## src/rtl/output_serializer_if.sv

```systemverilog
// Handshake bundle between the matrix output serializer and its requester/consumer.
// master drives requests, the snapshot source and back-pressure; slave is the serializer.
interface output_serializer_if #(
  parameter int WORD_W    = 16,
  parameter int NUM_WORDS = 16,
  parameter int IDX_W     = 4
);
  logic                        start;
  logic                        flush;
  logic [WORD_W*NUM_WORDS-1:0] matrix_in;
  logic                        out_ready;
  logic [WORD_W-1:0]           out_word;
  logic                        out_valid;
  logic [IDX_W-1:0]            out_index;
  logic                        out_last;
  logic                        busy;
  logic                        done;

  modport master (
    output start, flush, matrix_in, out_ready,
    input  out_word, out_valid, out_index, out_last, busy, done
  );

  modport slave (
    input  start, flush, matrix_in, out_ready,
    output out_word, out_valid, out_index, out_last, busy, done
  );
endinterface

```

## src/rtl/output_serializer.sv

```systemverilog
// Snapshots a DIMxDIM matrix on start and streams it one word per valid/ready transfer.
// Define TRANSPOSE_EN to stream column-major instead of row-major.
module output_serializer #(
  parameter int WORD_W    = 16,
  parameter int NUM_WORDS = 16,
  parameter int DIM       = 4,
  parameter int IDX_W     = 4
) (
  input  logic                 clk,
  input  logic                 reset,
  output_serializer_if.slave   bus
);

  typedef enum logic [1:0] {
    IDLE   = 2'd0,
    LOAD   = 2'd1,
    STREAM = 2'd2,
    DONE   = 2'd3
  } state_t;

  localparam logic [IDX_W-1:0] LAST_IDX = IDX_W'(NUM_WORDS - 1);
  localparam logic [IDX_W-1:0] PRE_LAST = IDX_W'(NUM_WORDS - 2);

  state_t            state_r;
  logic [IDX_W-1:0]  count_r;
  logic [WORD_W-1:0] buf_r [NUM_WORDS];
  logic              valid_r;
  logic              busy_r;
  logic              done_r;
  logic              last_r;
  logic [IDX_W-1:0]  rd_idx_s;

  // Maps the transfer count to the row-major element position being read.
  function automatic logic [IDX_W-1:0] order(input logic [IDX_W-1:0] c);
`ifdef TRANSPOSE_EN
    int unsigned ci;
    ci    = 32'(c);
    order = IDX_W'((ci % DIM) * DIM + ci / DIM);
`else
    order = c;
`endif
  endfunction

  // Output word/index mux from registered buffer and count; forced to zero when not valid.
  always_comb begin
    rd_idx_s = order(count_r);
    if (valid_r) begin
      bus.out_word  = buf_r[rd_idx_s];
      bus.out_index = rd_idx_s;
    end else begin
      bus.out_word  = {WORD_W{1'b0}};
      bus.out_index = {IDX_W{1'b0}};
    end
  end

  assign bus.out_valid = valid_r;
  assign bus.out_last  = last_r;
  assign bus.busy      = busy_r;
  assign bus.done      = done_r;

  // Control FSM; status flags are registered alongside the state so no input reaches them combinationally.
  always_ff @(posedge clk or posedge reset) begin
    if (reset) begin
      state_r <= IDLE;
      count_r <= {IDX_W{1'b0}};
      valid_r <= 1'b0;
      busy_r  <= 1'b0;
      done_r  <= 1'b0;
      last_r  <= 1'b0;
      for (int i = 0; i < NUM_WORDS; i++) begin
        buf_r[i] <= {WORD_W{1'b0}};
      end
    end else begin
      case (state_r)
        IDLE: begin
          done_r <= 1'b0;
          if (bus.flush) begin
            state_r <= IDLE;
          end else if (bus.start) begin
            for (int i = 0; i < NUM_WORDS; i++) begin
              buf_r[i] <= bus.matrix_in[i*WORD_W +: WORD_W];
            end
            state_r <= LOAD;
            busy_r  <= 1'b1;
            count_r <= {IDX_W{1'b0}};
          end else begin
            state_r <= IDLE;
          end
        end
        LOAD: begin
          if (bus.flush) begin
            state_r <= IDLE;
            busy_r  <= 1'b0;
          end else begin
            state_r <= STREAM;
            valid_r <= 1'b1;
            count_r <= {IDX_W{1'b0}};
            last_r  <= 1'b0;
          end
        end
        STREAM: begin
          // A transfer coinciding with flush is taken by the consumer; nothing further to track.
          if (bus.flush) begin
            state_r <= IDLE;
            valid_r <= 1'b0;
            busy_r  <= 1'b0;
            last_r  <= 1'b0;
            count_r <= {IDX_W{1'b0}};
          end else if (bus.out_ready) begin
            if (count_r == LAST_IDX) begin
              state_r <= DONE;
              count_r <= {IDX_W{1'b0}};
              valid_r <= 1'b0;
              busy_r  <= 1'b0;
              last_r  <= 1'b0;
              done_r  <= 1'b1;
            end else begin
              count_r <= count_r + {{(IDX_W-1){1'b0}}, 1'b1};
              last_r  <= (count_r == PRE_LAST);
            end
          end else begin
            state_r <= STREAM;
          end
        end
        DONE: begin
          done_r  <= 1'b0;
          state_r <= IDLE;
        end
        default: begin
          state_r <= IDLE;
          count_r <= {IDX_W{1'b0}};
          valid_r <= 1'b0;
          busy_r  <= 1'b0;
          done_r  <= 1'b0;
          last_r  <= 1'b0;
        end
      endcase
    end
  end

endmodule

```

## src/flat_wrapper.sv

```systemverilog
// flat-port wrapper written by rule: the top's interface ports become plain ports
module output_serializer_flat 
#(
  parameter int WORD_W    = 16,
  parameter int NUM_WORDS = 16,
  parameter int DIM       = 4,
  parameter int IDX_W     = 4
)
  (clk, reset, bus_start, bus_flush, bus_matrix_in, bus_out_ready, bus_out_word, bus_out_valid, bus_out_index, bus_out_last, bus_busy, bus_done);
  output_serializer_if #(.WORD_W(WORD_W), .NUM_WORDS(NUM_WORDS), .IDX_W(IDX_W)) bus_i ();
  input  logic clk;
  input  logic reset;
  input wire logic [$bits(bus_i.start)-1:0] bus_start;
  input wire logic [$bits(bus_i.flush)-1:0] bus_flush;
  input wire logic [$bits(bus_i.matrix_in)-1:0] bus_matrix_in;
  input wire logic [$bits(bus_i.out_ready)-1:0] bus_out_ready;
  output wire logic [$bits(bus_i.out_word)-1:0] bus_out_word;
  output wire logic [$bits(bus_i.out_valid)-1:0] bus_out_valid;
  output wire logic [$bits(bus_i.out_index)-1:0] bus_out_index;
  output wire logic [$bits(bus_i.out_last)-1:0] bus_out_last;
  output wire logic [$bits(bus_i.busy)-1:0] bus_busy;
  output wire logic [$bits(bus_i.done)-1:0] bus_done;
  assign bus_i.start = bus_start;
  assign bus_i.flush = bus_flush;
  assign bus_i.matrix_in = bus_matrix_in;
  assign bus_i.out_ready = bus_out_ready;
  assign bus_out_word = bus_i.out_word;
  assign bus_out_valid = bus_i.out_valid;
  assign bus_out_index = bus_i.out_index;
  assign bus_out_last = bus_i.out_last;
  assign bus_busy = bus_i.busy;
  assign bus_done = bus_i.done;
  output_serializer #(.WORD_W(WORD_W), .NUM_WORDS(NUM_WORDS), .DIM(DIM), .IDX_W(IDX_W)) u_core (.clk(clk), .reset(reset), .bus(bus_i));
endmodule
```

## config.mk

```make
export PLATFORM = sky130hd
export DESIGN_NAME = output_serializer_flat
export DESIGN_NICKNAME = d
export VERILOG_FILES = /design/src/rtl/output_serializer_if.sv /design/src/rtl/output_serializer.sv /design/src/flat_wrapper.sv
export SDC_FILE = /design/constraint.sdc
export NUM_CORES = 1
export LEC_CHECK = 0
export CORE_MARGIN = 2
export CORE_UTILIZATION = 46
export CTS_CLUSTER_DIAMETER = 80
export CTS_CLUSTER_SIZE = 8
export DETAILED_ROUTE_END_ITERATION = 8
export HOLD_SLACK_MARGIN = 0.1
export PLACE_DENSITY = 0.83
export SETUP_SLACK_MARGIN = 0.3
export SYNTH_ARGS = -nofsm -noshare
export SYNTH_HDL_FRONTEND = slang
export SYNTH_SLANG_ARGS = --single-unit
```

## constraint.sdc

```tcl
create_clock -name clk -period 9.45 [get_ports clk]
set_input_delay 1.89 -clock clk [delete_from_list [all_inputs] [get_ports clk]]
set_output_delay 1.89 -clock clk [all_outputs]
set_load 0.05 [all_outputs]
```

==> results.md <==
- Post-synth top area share: 0.528
- Die height: 170 um
- Worst hold endpoint: u_core.buf_r[242]
- LEAKAGE: 6.53 nW
- Final hold slack: 501 ps
- Root buffer cell: clkbuf_16
- FF-to-FF setup slack: 6860 ps
- P_int: 2.48 mW
- Final global-route overflow total: 0
- Max Cap Viol: 0
- Clk network pwr share: 0.359
- RSZ-0062 raised after global routing: no
- Met2 usage: 0.397
- Gr busiest metal: met2
- Post-CTS Resized: 0
- Antenna-violating nets left: 0
- Wire length of the first global-routing pass: 52300 um
- Setup TNS: 0 ps
- Total power: 3.39 mW
- WL final: 34500 um
- Peak supply drop: 106 uV
- Total nets after synthesis: 1163
- Gate count after technology mapping: 895
- Clock buffers created by TritonCTS: 39
- Ys async rst share: 1.00
- GRT Resource Usage Total: 0.242
- Area contributors post-synth: dfrtp_1 53%, mux2_2 23%, mux2i_1 10%, a22oi_1 3.6%, buf_6 2.5%
- H-tree depth: 2
- DRC viols: 0
- Core area: 27000 um^2
- Skew-Pair Late Insertion Delay: 520 ps
- Post-synth cell types: 38
- Pin slew with the least headroom to its limit: 1130 ps
- Largest net degree at the start of global routing: 90
- Routed via count: 8420
- Port bufs: 284
- Worst min path class: flip-flop to flip-flop
- Wirelength per Cell: 22.7 um
- Final Instance Area: 16500 um^2
- DIE AREA: 28700 um^2
- Clock-pin slew on the worst setup and hold paths: 50 ps
- Fin crit period: 6210 ps
- Finished Layout Cells: 1518
- HP Start: u_core.buf_r[242]
- Routability Congestion: 0.824
- Post-Place Cells: 1471
- FF-to-FF path depth: 6
- FMAX: 161 MHz
- Commonest cells in the netlist: 266 x dfrtp_1, 257 x mux2_2, 127 x mux2i_1
- Cell area after synthesis: 12600 um^2
- #FFs+latches synth: 266
- Vias per Instance: 5.55
- Main flop type after synthesis: dfrtp_1
- Most common cell in the netlist: dfrtp_1
- Ports: 285
- Initial Util: 0.468
- Hold path cells: 1
- Worst Setup End Kind: output pin
- Power Dens Cells: 206 nW/um^2
- Synth area leader: dfrtp_1
- Outcome: completed
- Number of synthesized flops with an enable pin: 0
- DP Area: 15400 um^2
- DIE WIDTH: 170 um
- Drt initial violations: 681
- Drt first pass iters: 5
- Met1 Usage GRT: 0.325
- # rows: 60
- Syn avg cell area: 14.1 um^2
- CP required: 7560 ps
- Hold_buf cts: 0
- Area grow syn2layout: 30.7%
- CP Max Fanout: 39
- Longest Clk Path Bufs: 3
- Warnings, synthesis: 0
- CP Class: flip-flop to output pin
- Final max-slew violation count: 0
- Data arrival time of the worst path: 4320 ps
- Initial antenna violation count: 5
- Relative slew slack: 0.249
- Comb pwr share: 0.203
- Clock skew: 9.78 ps
- Part of the Yosys area used for sequential elements: 0.528
- Post-CTS setup buffers: 0
- Reg-to-Reg Start: u_core.count_r[0]
- CTS sink count: 266
- Net Switching: 0.911 mW
- # setup viols final: 0
- Switching power share of the total: 0.269
- Worst reg2reg endpoint: u_core.bus.busy
- HPWL after detailed placement: 25500 um
- Final Cycle Share: 0.657
- Setup crit start kind: flip-flop
- Met3 global-route usage: 0.0497
- Share of cells above drive strength 1: 0.273
- Reg power frac: 0.438
- Vias in the first global route: 8981
- CTS tree: yes
- Final nets: 1439
- Final Hold Viols: 0
placed cells by master, fill, tap and decap left out, types with 3 or more instances in the layout:
cell             instances
and2_1                   6
nor2b_1                  6
mux2i_1                127
nand3_1                 20
ha_1                     7
clkbuf_16               40
inv_1                    5
o21ai_1                 17
dfrtp_1                264
buf_4                   11
mux2_2                 257
nand4_1                  3
a22oi_1                 61
nand2_1                 22
clkdlybuf4s50_1        284
o21ai_0                  7
nor2_1                   6
nand2b_1                 4
layout make-up:
| cell class | count | area [um^2] |
|---|---|---|
| sequential | 266 | 6660 |
| clock inverter | 3 | 33.8 |
| tap | 341 | 427 |
| fill | 2073 | 10500 |
| multi-input combinational | 563 | 5380 |
| clock buffer | 42 | 1010 |
| inverter | 6 | 26.3 |
| antenna | 2 | 5.00 |
| timing repair buffer | 295 | 2930 |
per-layer routing:
layer	share of wire	wire (um)	vias to the layer above
li1	-	-	3829
met4	0.025	863	6
met1	0.44	15000	4252
met5	0.0012	40	-
met2	0.48	16700	272
met3	0.055	1910	61
power by group through the flow:
stage	registers, mW	clock network (mW)	logic, mW
after floorplan	1.46	0	0.438
after global placement	1.49	0	0.673
after detailed placement	1.50	0	0.687
after CTS	1.48	1.24	0.692
after global routing	1.51	1.30	0.733
final	1.49	1.22	0.687
metrics by stage:
step                setup WS, ps  utilization
floorplan                   4050            -
global route                3050        0.611
global placement            3990        0.572
detailed placement          3840        0.572
finish                      3240        0.611
CTS                         3300        0.611
worst max-delay path: stages, from the launching register on:
cell and delay, ps:
dfrtp_4 870, buf_4 610, nor2b_1 950, a22oi_1 280, nand3_1 200, o21ai_1 120
clkdlybuf4s50_1 750
how the worst max path moves through the flow:
stage	start	endpoint	slack, ps	depth (start not counted)
2_1_floorplan	reset	u_core.buf_r[0]	4050	1
3_3_place_gp	u_core.count_r[0]	bus_out_word[10]	3990	6
3_5_place_dp	u_core.count_r[0]	bus_out_word[10]	3840	6
4_1_cts	u_core.count_r[0]	bus_out_word[10]	3300	6
5_1_grt	u_core.count_r[0]	bus_out_word[10]	3050	6
6_report	u_core.count_r[0]	bus_out_word[10]	3240	6
logic make-up (layout without fill, tap and decap cells):
kind of cell    Yosys count  count (layout)  share of synthesized area
compound gates           95              95                     0.0540
fa+ha+maj                 7               7                    0.00695
buf+inv                  66             346                     0.0452
flops                   266             266                      0.528
mux                     387             387                      0.335
other cells               0               2                          0
simple gates             74              74                     0.0304
state kept, by name, indices dropped and copies added (netlist names):
register,count
u_core.bus.done,1
u_core.bus.busy,1
u_core.state_r,2
u_core.bus.out_valid,1
u_core.buf_r,256
u_core.bus.out_last,1
u_core.count_r,4
No activity file was read; power rests on OpenSTA's default activity.
